File: src/rtl/seq_signed_divider_pkg.sv
// ============================================================================
// seq_signed_divider_pkg : shared widths, FSM encoding and special-case constants
// Rev 1.0
// ============================================================================
`default_nettype none

package seq_signed_divider_pkg;

  localparam int DEFAULT_WIDTH = 8;

  typedef enum logic [1:0] {
    IDLE = 2'd0,
    CALC = 2'd1,
    FIX  = 2'd2,
    DONE = 2'd3
  } state_e;

  localparam logic [DEFAULT_WIDTH-1:0] MIN_NEG = DEFAULT_WIDTH'(1) << (DEFAULT_WIDTH - 1);

  function automatic int cnt_width(input int w);
    return (w > 1) ? $clog2(w) : 1;
  endfunction

endpackage

`default_nettype wire

File: src/rtl/seq_signed_divider_div_step.sv
// ============================================================================
// seq_signed_divider_div_step : one combinational non-restoring division step
// Rev 1.0
// ============================================================================
`default_nettype none

module seq_signed_divider_div_step #(
  parameter int WIDTH = 8
) (
  input  logic [WIDTH:0] rem_in,
  input  logic           in_bit,
  input  logic [WIDTH:0] dvs,
  output logic [WIDTH:0] rem_out,
  output logic           q_bit
);

  logic [WIDTH:0] shifted;

  // Arithmetic is modulo 2^(WIDTH+1); the true result always fits, so the
  // bit lost by the shift never matters.
  always_comb begin
    shifted = {rem_in[WIDTH-1:0], in_bit};
    rem_out = rem_in[WIDTH] ? (shifted + dvs) : (shifted - dvs);
    q_bit   = ~rem_out[WIDTH];
  end

endmodule

`default_nettype wire

File: src/rtl/seq_signed_divider.sv
// ============================================================================
// seq_signed_divider : multi-cycle signed divider, fixed WIDTH+2 cycle latency
// Rev 1.0
// ============================================================================
`default_nettype none

module seq_signed_divider
  import seq_signed_divider_pkg::*;
#(
  parameter int WIDTH = DEFAULT_WIDTH
) (
  input  logic             clk,
  input  logic             rst_n,
  input  logic             start,
  input  logic [WIDTH-1:0] dividend,
  input  logic [WIDTH-1:0] divisor,
  output logic             busy,
  output logic             done,
  output logic [WIDTH-1:0] quotient,
  output logic [WIDTH-1:0] remainder,
  output logic             overflow,
  output logic             div_by_zero
);

  localparam int CW = cnt_width(WIDTH);
  localparam logic [WIDTH-1:0] MIN_NEG_W = {1'b1, {(WIDTH-1){1'b0}}};

  state_e          state_q, state_d;
  logic [CW-1:0]   cnt_q, cnt_d;
  logic [WIDTH:0]  rem_q, rem_d;
  logic [WIDTH:0]  dvs_q, dvs_d;
  logic [WIDTH-1:0] quo_q, quo_d;
  logic [WIDTH-1:0] dividend_q, dividend_d;
  logic            dvs_neg_q, dvs_neg_d;
  logic [WIDTH-1:0] fix_quo_q, fix_quo_d, fix_rem_q, fix_rem_d;
  logic            fix_ovf_q, fix_ovf_d, fix_dbz_q, fix_dbz_d;
  logic            busy_q, busy_d, done_q, done_d;
  logic [WIDTH-1:0] quotient_q, quotient_d, remainder_q, remainder_d;
  logic            overflow_q, overflow_d, dbz_q, dbz_d;

  logic [WIDTH:0]   step_rem;
  logic             step_q;
  logic [WIDTH-1:0] rem_mag;

  seq_signed_divider_div_step #(.WIDTH(WIDTH)) u_step (
    .rem_in  (rem_q),
    .in_bit  (quo_q[WIDTH-1]),
    .dvs     (dvs_q),
    .rem_out (step_rem),
    .q_bit   (step_q)
  );

  always_comb begin
    state_d     = state_q;
    cnt_d       = cnt_q;
    rem_d       = rem_q;
    dvs_d       = dvs_q;
    quo_d       = quo_q;
    dividend_d  = dividend_q;
    dvs_neg_d   = dvs_neg_q;
    fix_quo_d   = fix_quo_q;
    fix_rem_d   = fix_rem_q;
    fix_ovf_d   = fix_ovf_q;
    fix_dbz_d   = fix_dbz_q;
    busy_d      = busy_q;
    done_d      = 1'b0;
    quotient_d  = quotient_q;
    remainder_d = remainder_q;
    overflow_d  = overflow_q;
    dbz_d       = dbz_q;
    rem_mag     = rem_q[WIDTH] ? (rem_q[WIDTH-1:0] + dvs_q[WIDTH-1:0]) : rem_q[WIDTH-1:0];

    case (state_q)
      IDLE: begin
        busy_d = start;
        if (start) begin
          dividend_d = dividend;
          dvs_neg_d  = divisor[WIDTH-1];
          // Magnitude of MIN_NEG is exact when read as unsigned.
          quo_d      = dividend[WIDTH-1] ? -dividend : dividend;
          dvs_d      = {1'b0, (divisor[WIDTH-1] ? -divisor : divisor)};
          rem_d      = '0;
          cnt_d      = '0;
          state_d    = CALC;
        end
      end
      CALC: begin
        rem_d = step_rem;
        quo_d = {quo_q[WIDTH-2:0], step_q};
        cnt_d = cnt_q + 1'b1;
        if (cnt_q == CW'(WIDTH - 1)) state_d = FIX;
      end
      FIX: begin
        fix_ovf_d = 1'b0;
        fix_dbz_d = 1'b0;
        fix_quo_d = (dividend_q[WIDTH-1] ^ dvs_neg_q) ? -quo_q : quo_q;
        fix_rem_d = dividend_q[WIDTH-1] ? -rem_mag : rem_mag;
        if (dvs_q == '0) begin
          fix_dbz_d = 1'b1;
          fix_quo_d = '0;
          fix_rem_d = dividend_q;
        end else if (dividend_q == MIN_NEG_W && dvs_neg_q && dvs_q == (WIDTH+1)'(1)) begin
          fix_ovf_d = 1'b1;
          fix_quo_d = MIN_NEG_W;
          fix_rem_d = '0;
        end
        state_d = DONE;
      end
      DONE: begin
        quotient_d  = fix_quo_q;
        remainder_d = fix_rem_q;
        overflow_d  = fix_ovf_q;
        dbz_d       = fix_dbz_q;
        done_d      = 1'b1;
        state_d     = IDLE;
      end
      default: state_d = IDLE;
    endcase
  end

  always_ff @(posedge clk or negedge rst_n) begin
    if (!rst_n) begin
      state_q     <= IDLE;
      cnt_q       <= '0;
      rem_q       <= '0;
      dvs_q       <= '0;
      quo_q       <= '0;
      dividend_q  <= '0;
      dvs_neg_q   <= 1'b0;
      fix_quo_q   <= '0;
      fix_rem_q   <= '0;
      fix_ovf_q   <= 1'b0;
      fix_dbz_q   <= 1'b0;
      busy_q      <= 1'b0;
      done_q      <= 1'b0;
      quotient_q  <= '0;
      remainder_q <= '0;
      overflow_q  <= 1'b0;
      dbz_q       <= 1'b0;
    end else begin
      state_q     <= state_d;
      cnt_q       <= cnt_d;
      rem_q       <= rem_d;
      dvs_q       <= dvs_d;
      quo_q       <= quo_d;
      dividend_q  <= dividend_d;
      dvs_neg_q   <= dvs_neg_d;
      fix_quo_q   <= fix_quo_d;
      fix_rem_q   <= fix_rem_d;
      fix_ovf_q   <= fix_ovf_d;
      fix_dbz_q   <= fix_dbz_d;
      busy_q      <= busy_d;
      done_q      <= done_d;
      quotient_q  <= quotient_d;
      remainder_q <= remainder_d;
      overflow_q  <= overflow_d;
      dbz_q       <= dbz_d;
    end
  end

  assign busy        = busy_q;
  assign done        = done_q;
  assign quotient    = quotient_q;
  assign remainder   = remainder_q;
  assign overflow    = overflow_q;
  assign div_by_zero = dbz_q;

endmodule

`default_nettype wire
File: config.mk
export PLATFORM = sky130hd
export DESIGN_NAME = seq_signed_divider
export DESIGN_NICKNAME = d
export VERILOG_FILES = /design/src/rtl/seq_signed_divider_pkg.sv /design/src/rtl/seq_signed_divider_div_step.sv /design/src/rtl/seq_signed_divider.sv
export SDC_FILE = /design/constraint.sdc
export NUM_CORES = 1
export LEC_CHECK = 0
export CAP_MARGIN = 10
export CORE_MARGIN = 2
export CORE_UTILIZATION = 45
export DETAILED_ROUTE_END_ITERATION = 8
export PLACE_DENSITY = 0.75
export SLEW_MARGIN = 20
export SYNTH_ARGS = -nofsm -noshare
export SYNTH_HDL_FRONTEND = slang
export SYNTH_SLANG_ARGS = --single-unit
File: constraint.sdc
create_clock -name clk -period 5.35 [get_ports clk]
set_input_delay 0.8025 -clock clk [delete_from_list [all_inputs] [get_ports clk]]
set_output_delay 0.8025 -clock clk [all_outputs]
set_load 0.005 [all_outputs]
==> impl_metrics.toml <==
[floorplan]
die_area_mm2 = 0.0111
die_h_um = 105
start_util_pct = 46.8
core_mm2 = 0.00986
io_pins = 39
die_w_um = 105
rows = 36

[place]
placed_cell_area_mm2 = 0.00507
routabilityCongestion = 0.866
pre_cts_ws_ns = 2.09
hpwlAfterDp_um = 7640
io_buffers = 38

[sta]
setup-tns-final_ns = 0
rsz0062_at_grt = "no"
fin_crit_sh_pct = 55.1
finalClockSkew_ns = 0.0155
tightest_slew_ns = 0.958
max-slew-margin-rel_pct = 36.1
setup_viol = 0
fin_ws_ns = 2.40
fmaxAchievable_mhz = 340
fin_crit_ns = 2.95
drv_slew = 0
finalHoldViolCount = 0

[synth]
synth_top_area_share_pct = 41.7
yosysWarnings = 0
synth-async-reset-ratio_pct = 100
avgSynthCellArea_um2 = 9.83
yosys-top-cells-count = "dfrtp_1, nand2_1, o21ai_0"
synth-seq-cells = 77
synth-seq-area-share_pct = 41.7
syn_nets = 518
synth_cell_types = 57
ys.flop_type = "dfrtp_1"
synth.area.top_cells = "dfrtp_1, ha_1, mux2_2"
synth_cells = 470
synth_top_area_cell = "dfrtp_1"
netlist_area_mm2 = 0.00462
synth_edf_count = 0
yosysMostFrequentCell = "dfrtp_1"

[grt]
overflow = 0
track_usage_pct = 19.9
antenna_found_initial = 0
grt_pass1_vias = 3463
grt_max_degree = 78
grt_pass1_wl_um = 17600

[cts]
clkSinkCount = 77
cts_tree = "done"
cts_hold_buf = 0
clkLatencyLatePin_ns = 0.35
cts-buffers-inserted = 9
cts_max_path_buffers = 2
htree_levels = 3
cts_resized = 0
root_buffer = "clkbuf_8"
cts_setup_buffers = 0
clkTransAtPathRegs_ns = 0.08

[worst_setup_path]
worstReg2RegEnd = "fix_rem_q[7]"
r2r-start = "rem_q[0]"
worstPathArrival_ns = 3.22
critical_path.startpoint_type = "input pin"
max_stage_delay_ns = 0.54
reg2reg_depth = 9
path_buf_inv = 1
end_kind = "flip-flop"
crit_path_cell_trace = "clkdlybuf4s50_1, nand2_1, o21ai_0, nand2_1, nor4b_1, a21oi_1, nand3_1"
rrSetupSlack_ns = 2.42
required_ns = 5.63
critPathMaxFanout = 31
criticalPathCategory = "input pin to flip-flop"
crit_path_top_delay_cell = "nand2_1"
cp_top_family = "simple AND/OR/NAND/NOR gates"
critPathMostFrequentCell = "nand2_1"

[drt]
drtIter0Drc = 265
drc_errors = 0
firstDrtPassIters = 5
met1_length_um = 4730
wl_met2_um = 4820
avgViaCountPerCell = 5.51
wl_per_cell_um = 16.2
vias = 3508
antenna_left = 0
routed.top_layer = "met4"
routed_wl_um = 10300
wl_met3_um = 497

[finish]
fill_cells = 869
utilization_pct = 53.9
multi_input_area_mm2 = 0.00248
fin_nets = 547
syn2layout_area_growth_pct = 15.1
seq_area_mm2 = 0.00193
drive_above_1_share_pct = 11.9
n_antenna_cell = 0
finalInstanceArea_mm2 = 0.00532

[hold_path]
min_from = "fix_rem_q[0]"
hp-class = "flip-flop to flip-flop"
hold_depth = 1
whs_endpoint = "remainder[0]"

[pwr]
total_power_uw = 3520
p_per_area_mw_per_mm2 = 662
leakage_uw = 0.00239
ir_drop_v = 0.000552

[run]
cap_violations = 0

[status]
outcome = "completed"
[registers in the layout, summed over array words and instances, names as in the netlist, 2 cells and up]
name        flops
quo_q           8
fix_rem_q       8
dvs_q           8
fix_quo_q       8
dividend_q      8
state_q         2
remainder       8
rem_q           9
quotient        8
cnt_q           3
[cell usage in the layout, fill, tap and decap left out, drive strengths merged, types with 2 or more instances in the layout]
master and instances:
nand3 12, nand2b 3, o21bai 4, a21o 6, and3 3, fa 2
nor2b 3, clkbuf 11, nand3b 2, clkdlybuf4s50 37, or3 3, clkinv 2
nor2 35, a221oi 2, xnor2 14, a211oi 2, ha 27, nand2 38
a22oi 5, mux2i 8, a22o 5, xor2 23, nor4 2, buf 2
inv 29, dfrtp 77, a21oi 31, a211o 2, nor3b 3, nor3 14
or4b 2, o31ai 5, mux2 29, nand4 2, a31oi 4, o41ai 2
bufinv 3, o21ai 39
[worst max path at each step]
stage                     depth (start not counted)           end  slack [ns]  startpoint
after floorplan                                  11      quo_q[0]        2.76    rem_q[8]
after global placement                            6      rem_q[7]        2.18       start
after detailed placement                          5      cnt_q[2]        2.09       start
after CTS                                         9  fix_rem_q[7]        2.40    rem_q[0]
after global routing                              7      rem_q[7]        2.18       start
final                                             7      rem_q[7]        2.40       start
[logic make-up after synthesis]
group | count (synthesis) | share of synthesized area (%)
AO/OA/AOI/OAI | 113 | 16.0
adder cells (fa/ha/maj) | 29 | 8.18
flip-flops | 77 | 41.7
XOR/XNOR | 38 | 7.53
buffers and inverters | 50 | 4.58
AND/OR/NAND/NOR | 126 | 13.0
multiplexers | 37 | 9.07
[area by class of cell]
| type | instances | share of cell area [%] |
|---|---|---|
| multi-input combinational | 343 | 46.7 |
| sequential | 77 | 36.2 |
| timing repair buffer | 39 | 7.25 |
| tap | 133 | 3.13 |
| clock buffer | 11 | 2.66 |
| inverter | 29 | 2.05 |
| clock inverter | 5 | 2.02 |
[metal layers]
metal	global-route usage [%]	up-vias
met2	31.5	86
met4	7.33	0
met1	27.6	1682
met3	3.28	22
met5	0	-
li1	-	1718
[per-stage QoR]
| step | hold slack (ns) | instances |
|---|---|---|
| after CTS | 0.513 | 637 |
| after detailed placement | 0.494 | 621 |
| after global routing | 0.524 | 637 |
| after floorplan | 0.468 | 470 |
| after global placement | 0.486 | 621 |
| final | 0.507 | 637 |
[power by group]
group	internal (uW)	switching, uW
Clock	325	219
Sequential	844	263
Combinational	886	987
Total	2050	1470
[worst reg2reg max path, cell delays in order, from the launching register on]
cell      delay (ns)
dfrtp_1         0.49
ha_1            0.29
fa_1            0.44
a211oi_2        0.35
o211ai_1        0.21
a31oi_4         0.23
nor2_2          0.07
a31oi_2         0.23
xor3_1          0.41
o221ai_2        0.15
Power figures use the tool's default switching activity.
